**config.mk**
```make
export PLATFORM = sky130hd
export DESIGN_NAME = idct_vecrot_seq
export DESIGN_NICKNAME = d
export VERILOG_FILES = /design/src/rtl/idct_vecrot_seq.sv
export SDC_FILE = /design/constraint.sdc
export NUM_CORES = 1
export LEC_CHECK = 0
export ABC_AREA = 1
export CAP_MARGIN = 5
export CORE_ASPECT_RATIO = 1.1
export CORE_MARGIN = 2
export CORE_UTILIZATION = 57
export DETAILED_ROUTE_END_ITERATION = 10
export PLACE_DENSITY = 0.95
export SYNTH_ARGS = -nofsm -noshare
export SYNTH_HDL_FRONTEND = slang
export SYNTH_SLANG_ARGS = --single-unit
```
**constraint.sdc**
```tcl
create_clock -name clk -period 5.68 [get_ports clk]
set_input_delay 1.136 -clock clk [delete_from_list [all_inputs] [get_ports clk]]
set_output_delay 1.136 -clock clk [all_outputs]
set_load 0.05 [all_outputs]
```
**src/rtl/idct_vecrot_seq.sv**
```systemverilog
// idct_vecrot_seq: frame sequencer for the IDCT vector-rotation stage.
// Ports: cfg_valid/cfg_ready/fftpts_in take a frame size N; rd_en and
//   rd_addr_a/rd_addr_b/coeff_addr drive the input buffer and the shared
//   2048-entry twiddle ROM; src_valid/src_sop/src_eop are the read strobe,
//   first point and last point, each delayed by LAT clocks to line up with
//   the read data; busy/done/cfg_err/frm_cnt report status; abort flushes
//   the block to IDLE.
// Latency: src_* trail rd_en by LAT clocks. done pulses LAT+1 clocks after the
//   last read. Backpressure: dn_ready=0 stalls the walk. The addresses hold
//   and no read is issued, so bubbles appear in the output stream.
module idct_vecrot_seq #(
    parameter int wAddr = 11,
    parameter int LAT   = 1,
    parameter int wFrm  = 16
) (
    input  logic             clk,
    input  logic             rst_n,
    input  logic             cfg_valid,
    output logic             cfg_ready,
    input  logic [11:0]      fftpts_in,
    input  logic             abort,
    input  logic             dn_ready,
    output logic             rd_en,
    output logic [wAddr-1:0] rd_addr_a,
    output logic [wAddr-1:0] rd_addr_b,
    output logic [wAddr-1:0] coeff_addr,
    output logic             src_valid,
    output logic             src_sop,
    output logic             src_eop,
    output logic             busy,
    output logic             done,
    output logic             cfg_err,
    output logic [wFrm-1:0]  frm_cnt
);

    localparam logic [1:0] S_IDLE  = 2'd0;
    localparam logic [1:0] S_RUN   = 2'd1;
    localparam logic [1:0] S_DRAIN = 2'd2;

    logic [1:0]       state;
    logic [wAddr-1:0] k;
    logic [wAddr:0]   n_reg;
    // step = 2048/N is a power of two, so only its log2 is kept.
    // coeff_addr is then a left shift of k.
    logic [2:0]       step_sh;
    logic [2:0]       drain_cnt;
    logic [LAT-1:0]   vld_sr;
    logic [LAT-1:0]   sop_sr;
    logic [LAT-1:0]   eop_sr;
    logic [wFrm-1:0]  frm_cnt_r;
    logic             cfg_err_r;

    logic             cfg_legal;
    logic [2:0]       cfg_sh;
    logic [wAddr-1:0] last_k;
    logic             k_is_first;
    logic             k_is_last;

    // Map each legal size to log2(2048/N). Any other value is rejected.
    always_comb begin
        cfg_legal = 1'b1;
        cfg_sh    = 3'd0;
        case (fftpts_in)
            12'd2048: cfg_sh = 3'd0;
            12'd1024: cfg_sh = 3'd1;
            12'd512:  cfg_sh = 3'd2;
            12'd256:  cfg_sh = 3'd3;
            12'd128:  cfg_sh = 3'd4;
            12'd64:   cfg_sh = 3'd5;
            12'd32:   cfg_sh = 3'd6;
            default:  cfg_legal = 1'b0;
        endcase
    end

    assign last_k     = wAddr'(n_reg - (wAddr+1)'(1));
    assign k_is_first = (k == '0);
    assign k_is_last  = (k == last_k);

    assign rd_en      = (state == S_RUN) && dn_ready;
    assign rd_addr_a  = k;
    // The mirror of k=0 is 0, not N. For N=2048, N itself would not fit
    // the address width anyway.
    assign rd_addr_b  = k_is_first ? '0 : wAddr'(n_reg - {1'b0, k});
    assign coeff_addr = k << step_sh;

    assign cfg_ready  = (state == S_IDLE);
    assign busy       = (state != S_IDLE);
    // abort in the final DRAIN clock overrides frame completion.
    assign done       = (state == S_DRAIN) && (drain_cnt == 3'd0) && !abort;
    assign cfg_err    = cfg_err_r;
    assign frm_cnt    = frm_cnt_r;
    assign src_valid  = vld_sr[LAT-1];
    assign src_sop    = sop_sr[LAT-1];
    assign src_eop    = eop_sr[LAT-1];

    always_ff @(posedge clk or negedge rst_n) begin
        if (!rst_n) begin
            state     <= S_IDLE;
            k         <= '0;
            n_reg     <= '0;
            step_sh   <= 3'd0;
            drain_cnt <= 3'd0;
            vld_sr    <= '0;
            sop_sr    <= '0;
            eop_sr    <= '0;
            frm_cnt_r <= '0;
            cfg_err_r <= 1'b0;
        end else begin
            cfg_err_r <= 1'b0;
            if (abort) begin
                // Flush: in-flight strobes are dropped and no frame is counted.
                state  <= S_IDLE;
                k      <= '0;
                vld_sr <= '0;
                sop_sr <= '0;
                eop_sr <= '0;
            end else begin
                vld_sr[0] <= rd_en;
                sop_sr[0] <= rd_en && k_is_first;
                eop_sr[0] <= rd_en && k_is_last;
                for (int i = 1; i < LAT; i++) begin
                    vld_sr[i] <= vld_sr[i-1];
                    sop_sr[i] <= sop_sr[i-1];
                    eop_sr[i] <= eop_sr[i-1];
                end
                case (state)
                    S_IDLE: begin
                        if (cfg_valid) begin
                            if (cfg_legal) begin
                                n_reg   <= (wAddr+1)'(fftpts_in);
                                step_sh <= cfg_sh;
                                k       <= '0;
                                state   <= S_RUN;
                            end else begin
                                cfg_err_r <= 1'b1;
                            end
                        end
                    end
                    S_RUN: begin
                        if (rd_en) begin
                            if (k_is_last) begin
                                // k returns to 0 so the address outputs
                                // read 0 outside RUN.
                                k         <= '0;
                                drain_cnt <= 3'(LAT);
                                state     <= S_DRAIN;
                            end else begin
                                k <= k + wAddr'(1);
                            end
                        end
                    end
                    S_DRAIN: begin
                        if (drain_cnt == 3'd0) begin
                            frm_cnt_r <= frm_cnt_r + wFrm'(1);
                            state     <= S_IDLE;
                        end else begin
                            drain_cnt <= drain_cnt - 3'd1;
                        end
                    end
                    default: state <= S_IDLE;
                endcase
            end
        end
    end

endmodule

```
==> metrics.txt, run 1 <==
outcome complete, no violations; max FFs per register 16; # DRC 0; remaining global-route overflow 0; DRT iter0 DRCs 391; worst skew pair latency 0.31 ns; Avg Inst Size Synth 6.868 µm²; fmax 228.6 MHz; Max clock buf depth 2; PortBufs 73; RSZ-0062 raised after global routing no; Post-Layout Cell Count 720; sequential power share 33.6%; antenna cells 0; vias in the first global route between 3000 and 4000; Sw Pwr ~0.00054 W; post-layout min period 4.375 ns; H-tree levels 2; synthesized flop and latch total 50; clk slew on worst S/H paths 0.10 ns; Util after Layout between 70% and 80%; CP Data Arrival Time 3.24 ns; r2r endpoint rd_addr_a[2]$_DFFE_PN0P_; Die H slightly above 90 µm; clk_skew 0.01007 ns; Lkg Pwr 2.174 nW; Initial Utilization 58.75%; multi-input combinational cell area 2276 µm²; clk root buf clkbuf_8; post-synthesis sequential area ratio 32.30%; setup bufs post-CTS 0; CTS Hold Buffers Added 0; Nets 671; Crit path buffers/inverters 2; Comb power frac between 40% and 50%; Synth warnings 0; worst path cell trace inv_1 -> ha_1 -> a21oi_1 -> o21ai_0 -> a21oi_1 -> nor2_1 -> nor2_1 -> o21ai_0 -> a21oi_1 -> clkdlybuf4s50_1; total CTS buffers 5; CTS tree built; Pins Over Slew Limit 0; Die Area between 7000 and 8000 µm²; largest net degree at the start of global routing between 50 and 60; io pins 74; final setup fails 0; CP Launch Type flop; Post-Synthesis Cells 564; Reg2Reg Depth 12; vias per inst 5.683; via count slightly above 4000; DR WL/cell 14.59 µm; final period utilization a little under 80%; Post-Syn Area 3874 µm²; crit path max fanout 7; hold crit path type flop to flop; global-route wire length before repair 17350 µm; CP top delay family buffers and inverters; Setup Total Neg Slack 0 ns; clock share of power between 10% and 20%; crit path max-delay cell type clkdlybuf4s50_1; GRT Overall Usage 29.21%; Worst path depth 10; Crit. End Element output pin; DRT Pass-1 Iters 5; final wirelength 10510 µm; chip width ~83 µm; Worst R2R Setup Slack 3.44 ns; layout cell share with drive strength beyond 1 around 7%; CP max stage delay 0.81 ns; GPL Wtd Cong roughly 0.94; Cell Rows 31; hold_sp frm_cnt[15]$_DFFE_PN0P_; Internal 0.0006215 W; DP HPWL 8210 µm; Sw Ratio 46.40%; Req. time, crit path 4.54 ns; RR Startpoint n_reg[1]$_DFFE_PN0P_; Yosys cell types 36; Placed Cells 712; Tightest Pin Transition 0.6404 ns; crit path kind flop to output pin; hold endpoint frm_cnt[15]$_DFFE_PN0P_; Core Box Area 6594 µm²; initial antenna violation count 0; post_cts resized 0; CP most frequent cell a21oi_1; hold path cells 1; syn nets 598; Final Hold Vio Count 0; Sink Count 50; Power Density between 200 and 250 nW/µm²; Fillers 515; Area Growth Syn to Fin 23.03%; Final ANT Viol Nets 0; Slew HR 57.31%; Max VDD drop 0.0002639 V; Setup WS pre-CTS 1.695 ns; flip-flop and latch area 1251 µm²; setup ws final 1.305 ns; maxcap violations 0
cell usage in the layout (no fill, tap or decap), drive strengths merged, types with 2 or more instances in the layout:
cell type and instances:
a21oi 18, buf 2, clkbuf 5, clkdlybuf4s50 72, clkinv 3, dfrtp 50
ha 16, inv 81, mux2i 2, nand2 141, nand3 42, nand4 20
nor2 78, nor3 14, o21a 3, o21ai 51, o21bai 4, xnor2 15
xor2 15
routing by layer:
metal	track usage [%]	up-vias	routed length [µm]
li1	-	1969	-
met1	38.42	1904	4368
met2	48.25	185	5156
met3	4.400	34	713
met4	10.11	0	269
met5	0	-	0
synth_stat cells:
cell / n / area (µm²)
o21bai_1: 4 / 30.03
nand2_4: 1 / 11.26
a41oi_1: 1 / 8.760
nor3_1: 13 / 65.06
o21a_1: 3 / 22.52
o21ai_1: 2 / 10.01
nor3_2: 1 / 10.01
nor2_1: 65 / 244.0
or2_2: 1 / 6.260
nand3_4: 1 / 17.52
nor2_2: 10 / 62.56
o21ai_0: 46 / 230.2
a31oi_1: 1 / 6.260
fa_1: 1 / 20.02
nor4_4: 1 / 21.27
xnor2_1: 15 / 131.4
nand2_1: 136 / 510.5
mux2i_1: 2 / 20.02
buf_1: 1 / 3.750
inv_2: 9 / 33.78
nor2_4: 3 / 33.78
nand3_2: 1 / 10.01
nand4_1: 20 / 125.1
buf_6: 1 / 11.26
dfrtp_1: 50 / 1251
clkbuf_1: 5 / 18.77
ha_1: 16 / 200.2
nand3_1: 40 / 200.2
o21ai_2: 3 / 26.28
clkinv_2: 1 / 5.000
xor2_1: 15 / 131.4
inv_1: 71 / 266.5
a21oi_1: 18 / 90.09
and3_1: 1 / 6.260
nand2_2: 4 / 25.02
buf_4: 1 / 7.510
power groups by stage:
stage          Clock (W)  Combinational, W  Sequential [W]
2_1_floorplan          0          0.000346        0.000414
3_3_place_gp           0          0.000523        0.000395
3_5_place_dp           0          0.000537        0.000396
4_1_cts         0.000229          0.000539        0.000389
5_1_grt         0.000243          0.000578        0.000391
6_report        0.000227          0.000542        0.000390
worst max path at each step:
stage,start,end
after global placement,abort,done
after global routing,rd_addr_a[3]$_DFFE_PN0P_,rd_addr_b[8]
final,rd_addr_a[3]$_DFFE_PN0P_,rd_addr_b[8]
after floorplan,rd_addr_a[3]$_DFFE_PN0P_,rd_addr_b[8]
after CTS,rd_addr_a[3]$_DFFE_PN0P_,rd_addr_b[8]
after detailed placement,abort,done
stage by stage:
stage	power, W	cell area [µm²]	hold WS, ns
after floorplan	0.0007600	3874	0.4732
after global placement	0.0009179	4668	0.4556
after detailed placement	0.0009325	4668	0.4615
after CTS	0.001157	4766	0.4835
after global routing	0.001211	4766	0.5194
final	0.001160	4766	0.4802
kinds of logic after synthesis:
family / share of synthesized area, %
AO/OA/AOI/OAI: 10.95
flip-flops: 32.30
multiplexers: 0.5168
XOR/XNOR: 6.783
buffers and inverters: 8.947
AND/OR/NAND/NOR: 34.82
adder cells (fa/ha/maj): 5.685
worst register-to-register path: cells and delay by family (launching register included):
kind                       cells  cell delay [ns]
buffers and inverters          3             0.26
and+or+nand+nor                8             1.14
adders and majority gates      1             0.30
DFF                            1             0.45
final cells by class:
type / instances / share of cell area (%)
Clock inverter: 3 / 0.6038
Timing Repair Buffer: 74 / 15.38
Clock buffer: 5 / 1.444
Multi-Input combinational cell: 425 / 47.76
Tap cell: 82 / 2.153
Sequential cell: 50 / 26.25
Inverter: 81 / 6.406
No activity file was read; power rests on OpenSTA's default activity.
==> run 2: changes to the inputs <==
--- a/config.mk
+++ b/config.mk
@@ -9,9 +9,9 @@
 export CAP_MARGIN = 5
 export CORE_ASPECT_RATIO = 1.1
 export CORE_MARGIN = 2
-export CORE_UTILIZATION = 57
+export CORE_UTILIZATION = 48
 export DETAILED_ROUTE_END_ITERATION = 10
-export PLACE_DENSITY = 0.95
+export PLACE_DENSITY = 0.88
 export SYNTH_ARGS = -nofsm -noshare
 export SYNTH_HDL_FRONTEND = slang
 export SYNTH_SLANG_ARGS = --single-unit
==> constraint.sdc (replaced) <==
create_clock -name clk -period 3.97 [get_ports clk]
set_input_delay 0.794 -clock clk [delete_from_list [all_inputs] [get_ports clk]]
set_output_delay 0.794 -clock clk [all_outputs]
set_load 0.05 [all_outputs]
==> metrics.txt, run 2 (synthesis gave the netlist of run 1 again) <==
vias per inst 5.362 (-5.7%); Crit. End Element output pin; clk root buf clkbuf_8; Tightest Pin Transition 1.124 ns (+0.4839 ns); Sink Count 50 (unchanged); Nets 676 (+0.75%); worst skew pair latency 0.31 ns (about the same); Lkg Pwr 2.251 nW (+3.6%); Die Area 8806 µm² (+18%); RSZ-0062 raised after global routing no; Placed Cells 743 (+4.4%); final instance area 4837 µm² (+1.5%); GRT busiest layer met2; GRT Overall Usage 25.32% (-3.9 points); Max VDD drop 0.0002701 V (+2.3%); outcome complete, no violations; DR WL/cell 14.26 µm (-2.3%); crit path max fanout 7 (unchanged); Die H 98.22 µm (+8.6%); final period utilization 94.55%; Final Hold Vio Count 0 (unchanged); Initial Utilization 49.22% (-9.5 points); final wirelength 10710 µm (+2.0%); remaining global-route overflow 0 (unchanged); Setup Total Neg Slack 0 ns (unchanged); hold crit path type flop to flop; clk slew on worst S/H paths 0.10 ns (about the same); met3 global-route usage 3.466% (-0.93 points); DRT iter0 DRCs 287 (-27%); H-tree levels 2 (unchanged); most common cell after layout, fill and taps aside nand2_1; Max clock buf depth 2 (unchanged); Power Density 343.4 nW/µm² (+41%); total CTS buffers 5 (unchanged); Req. time, crit path 3.18 ns (-1.36 ns); Fillers 719 (+40%); flip-flop and latch area 1251 µm² (unchanged); M1 GR Usage 33.55% (-4.9 points); post-layout min period 3.754 ns; Pins Over Slew Limit 0 (unchanged); multi-input combinational cell area 2276 µm² (unchanged); most frequent cells in the layout 136 x nand2_1, 71 x inv_1, 69 x clkdlybuf4s50_1; maxcap violations 0 (unchanged); CP Data Arrival Time 2.96 ns (-0.28 ns); io pins 74 (unchanged); clk_skew 0.003827 ns (-0.006247 ns); crit path kind flop to output pin; GPL Wtd Cong 1.012 (+7.8%); layout cell share with drive strength beyond 1 7.932% (+0.72 points); initial antenna violation count 0 (unchanged); DP HPWL 8549 µm (+4.1%); post-layout power 0.001661 W (+43%); antenna cells 0 (unchanged); Core Box Area 7870 µm² (+19%); Post-Layout Cell Count 751 (+4.3%); via count 4027 (-1.6%); chip width 89.66 µm (+8.5%); fmax 266.4 MHz; max FFs per register 16 (unchanged); CP Launch Type flop; vias in the first global route 3893 (-0.026%); PortBufs 73 (unchanged); final setup fails 0 (unchanged); placed inst area 4738 µm² (+1.5%); global-route wire length before repair 17840 µm (+2.8%); CTS tree built; Area Growth Syn to Fin 24.87%; # DRC 0 (unchanged); Cell Rows 34 (+9.7%); Final ANT Viol Nets 0 (unchanged); CTS Hold Buffers Added 0 (unchanged); largest net degree at the start of global routing 51 (unchanged); Slew HR 25.05% (-32 points); met2 GRT Util 42.48% (-5.8 points); DRT Pass-1 Iters 7 (+2)
[run 2: where the power goes]
group | internal, W | switching (W) | leakage (nW)
Clock | 0.000128 | 0.000188 | 0.0489
Sequential | 0.000528 | 0.0000256 | 0.639
Combinational | 0.000240 | 0.000552 | 1.56
Total | 0.000896 | 0.000765 | 2.25
[run 2: stage by stage]
step                      utilization (%)  setup slack [ns]  hold slack (ns)
after CTS                           61.37            0.1644           0.4748
after detailed placement            60.21            0.5178           0.4565
after floorplan                         -            0.4555           0.4732
after global placement              60.21            0.5808           0.4581
after global routing                61.46           0.06441           0.5038
final                               61.46            0.2163           0.4722
[run 2: final cells by class]
| cell class | instances | share of cell area [%] |
|---|---|---|
| Multi-Input combinational cell | 425 | 47.05 |
| Tap cell | 108 | 2.794 |
| Sequential cell | 50 | 25.87 |
| Timing Repair Buffer | 79 | 16.09 |
| Inverter | 81 | 6.311 |
| Clock inverter | 3 | 0.4656 |
| Clock buffer | 5 | 1.423 |
[run 2: worst max-delay path, stage by stage (launching register included)]
cell,delay [ns]
dfrtp_1,0.46
inv_2,0.13
ha_1,0.39
a21oi_1,0.21
o21ai_0,0.14
a21oi_1,0.25
o21ai_0,0.12
a21oi_1,0.14
clkdlybuf4s50_1,0.82
[run 2: repair_timing]
action	CTS	global route
endpoints found under the hold margin	0	0
setup buffers	0	0
endpoints found under the setup margin	0	3
resized for setup	0	3
[run 2: path summary, 6_finish.rpt]
kind	start	to	slack [ns]	cells after the start
max reg2reg	n_reg[1]$_DFFE_PN0P_	rd_addr_a[3]$_DFFE_PN0P_	1.77	12
min	frm_cnt[15]$_DFFE_PN0P_	frm_cnt[15]$_DFFE_PN0P_	0.47	1
max	rd_addr_a[2]$_DFFE_PN0P_	rd_addr_b[5]	0.22	8
min in group asynchronous	rst_n	frm_cnt[8]$_DFFE_PN0P_	0.70	1
max in group asynchronous	rst_n	rd_addr_a[0]$_DFFE_PN0P_	2.60	1
min reg2reg	frm_cnt[15]$_DFFE_PN0P_	frm_cnt[15]$_DFFE_PN0P_	0.47	1
[run 2: metal layers]
| metal | part of all wire, % | vias to the layer above |
|---|---|---|
| met5 | 0 | - |
| met4 | 2.9 | 0 |
| met3 | 5.6 | 30 |
| met2 | 49 | 144 |
| met1 | 43 | 1886 |
| li1 | - | 1967 |
==> run 3: changes to the inputs <==
--- a/config.mk
+++ b/config.mk
@@ -9,9 +9,10 @@
 export CAP_MARGIN = 5
 export CORE_ASPECT_RATIO = 1.1
 export CORE_MARGIN = 2
-export CORE_UTILIZATION = 48
+export CORE_UTILIZATION = 58
 export DETAILED_ROUTE_END_ITERATION = 10
-export PLACE_DENSITY = 0.88
+export DONT_BUFFER_PORTS = 1
+export PLACE_DENSITY = 0.86
 export SYNTH_ARGS = -nofsm -noshare
 export SYNTH_HDL_FRONTEND = slang
 export SYNTH_SLANG_ARGS = --single-unit
==> metrics.txt, run 3 (synthesis gave the netlist of run 1 again) <==
most frequent cells in the layout 136 x nand2_1, 71 x inv_1, 65 x nor2_1; max FFs per register 16 (unchanged); Core Box Area 6516 µm² (-17%); Area Growth Syn to Fin 10.34%; # DRC 0 (unchanged); Nets 626 (-7.4%); hold crit path type input pin to async pin; setup ws final 0.4454 ns (+0.2291 ns); Tightest Pin Transition 0.7129 ns (-0.4114 ns); final wirelength 9667 µm (-9.8%); global-route wire length before repair 15900 µm (-11%); Worst R2R Setup Slack 1.48 ns (-0.29 ns); r2r endpoint rd_addr_a[3]$_DFFE_PN0P_; Sink Count 50 (unchanged); sequential power share 36.1% (+2.8 points); initial antenna violation count 0 (unchanged); maxcap violations 0 (unchanged); largest net degree at the start of global routing 51 (unchanged); Sw Pwr 0.0007203 W (-5.9%); GRT Overall Usage 26.73% (+1.4 points); RR Startpoint rd_addr_a[0]$_DFFE_PN0P_; most common cell after layout, fill and taps aside nand2_1; layout cell share with drive strength beyond 1 12.31% (+4.4 points); DRT Pass-1 Iters 5 (-2); vias in the first global route 3604 (-7.4%); via count 3879 (-3.7%); Setup WS pre-CTS 0.8014 ns (+0.2836 ns); CP Data Arrival Time 2.73 ns (-0.23 ns); Max clock buf depth 2 (unchanged); Die H 89.71 µm (-8.7%); antenna cells 0 (unchanged); io pins 74 (unchanged); Reg2Reg Depth 9 (-3); total CTS buffers 5 (unchanged); DP HPWL 7476 µm (-13%); Initial Utilization 59.45% (+10 points); Util after Layout 65.59% (+4.1 points); CTS tree built; outcome complete, no violations; Lkg Pwr 2.075 nW (-7.8%); DRT iter0 DRCs 255 (-11%); crit path max fanout 6 (-1); Req. time, crit path 3.18 ns (about the same); GPL Wtd Cong 0.9135 (-9.7%); Max VDD drop 0.0004276 V (+58%); DR WL/cell 14.32 µm (+0.40%); Post-Layout Cell Count 675 (-10%); clock share of power 24.0% (+5.0 points); CP Launch Type flop; Sw Ratio 44.59% (-1.5 points); Die Area 7349 µm² (-17%); vias per inst 5.747 (+7.2%); Final Hold Vio Count 0 (unchanged); post-layout power 0.001615 W (-2.7%); Comb power frac 39.8% (-7.9 points); Cell Rows 31 (-8.8%); Internal 0.0008951 W (about the same); post-layout min period 3.525 ns (-0.2291 ns); CP max stage delay 0.75 ns (-0.07 ns); worst skew pair latency 0.31 ns (about the same); Final ANT Viol Nets 0 (unchanged); Pins Over Slew Limit 0 (unchanged); crit path max-delay cell type dfrtp_1; worst path cell trace ha_1 -> inv_1 -> fa_1 -> a21oi_1 -> nor2_1 -> nor2_1 -> o21ai_0 -> a21oi_1 -> buf_4; chip width 81.92 µm (-8.6%); Setup Total Neg Slack 0 ns (unchanged); fmax 283.7 MHz (+6.5%); Power Density 378.0 nW/µm² (+10%); clk root buf clkbuf_8; crit path kind flop to output pin; clk slew on worst S/H paths 0.09 ns (about the same); remaining global-route overflow 0 (unchanged); Slew HR 52.47% (+27 points); clk_skew 0.006958 ns (+0.003131 ns); H-tree levels 2 (unchanged); final period utilization 88.78% (-5.8 points); Crit. End Element output pin; final setup fails 0 (unchanged); post_cts resized 0 (unchanged); RSZ-0062 raised after global routing no; setup bufs post-CTS 0 (unchanged); Placed Cells 667 (-10%); PortBufs 0 (-100%); CTS Hold Buffers Added 0 (unchanged)
==> run 3: cell count changes in the layout (fill, tap and decap cells not counted), sizes merged <==
cell and change:
bufinv +1, clkdlybuf4s50 -69, inv -1, clkinv -1, buf +22, dlymetal6s2s -3, clkbuf +1
==> run 3: area by class of cell <==
type                       instances  area [µm²]
clock inverter                     2       38.79
timing repair buffer              29       217.7
multi-input combinational        425        2276
fill                             574        2242
clock buffer                       6       82.58
tap                               82       102.6
sequential                        50        1251
inverter                          81       305.3
==> run 3: metal layers <==
metal	track usage [%]	up-vias	wire length, µm
met3	5.221	33	821
met5	0	-	0
li1	-	1868	-
met2	43.22	195	4546
met1	35.06	1783	4019
met4	9.861	0	280
==> run 3: power groups by stage <==
stage / Sequential, W / Combinational [W] / Clock, W
2_1_floorplan: 0.000593 / 0.000495 / 0
3_3_place_gp: 0.000592 / 0.000627 / 0
3_5_place_dp: 0.000593 / 0.000637 / 0
4_1_cts: 0.000583 / 0.000640 / 0.000392
5_1_grt: 0.000588 / 0.000693 / 0.000410
6_report: 0.000584 / 0.000644 / 0.000388
==> run 3: through the flow <==
stage                     hold WS [ns]  cell area [µm²]
after floorplan                 0.4732             3874
after global placement          0.4928             4153
after detailed placement        0.5006             4153
after CTS                       0.1649             4274
after global routing            0.1533             4274
final                           0.1669             4274
==> run 3: worst max-delay path: cells and delay by family, from the launching register on <==
| family | cells | cell delay [ns] |
|---|---|---|
| buffers and inverters | 2 | 0.29 |
| and+or+nand+nor | 2 | 0.19 |
| AOI/OAI and AO/OA | 3 | 0.47 |
| adders and majority gates | 2 | 0.71 |
| DFF | 1 | 0.75 |
==> run 3: worst max path at each step <==
stage / start / endpoint / slack (ns) / cells past startpoint
2_1_floorplan: rd_addr_a[3]$_DFFE_PN0P_ / rd_addr_b[8] / 0.46 / 9
3_3_place_gp: rd_addr_a[0]$_DFFE_PN0P_ / rd_addr_b[8] / 0.88 / 9
3_5_place_dp: rd_addr_a[0]$_DFFE_PN0P_ / rd_addr_b[8] / 0.80 / 9
4_1_cts: rd_addr_a[0]$_DFFE_PN0P_ / rd_addr_b[8] / 0.46 / 9
5_1_grt: rd_addr_a[7]$_DFFE_PN0P_ / rd_addr_b[9] / 0.32 / 9
6_report: rd_addr_a[0]$_DFFE_PN0P_ / rd_addr_b[8] / 0.45 / 9
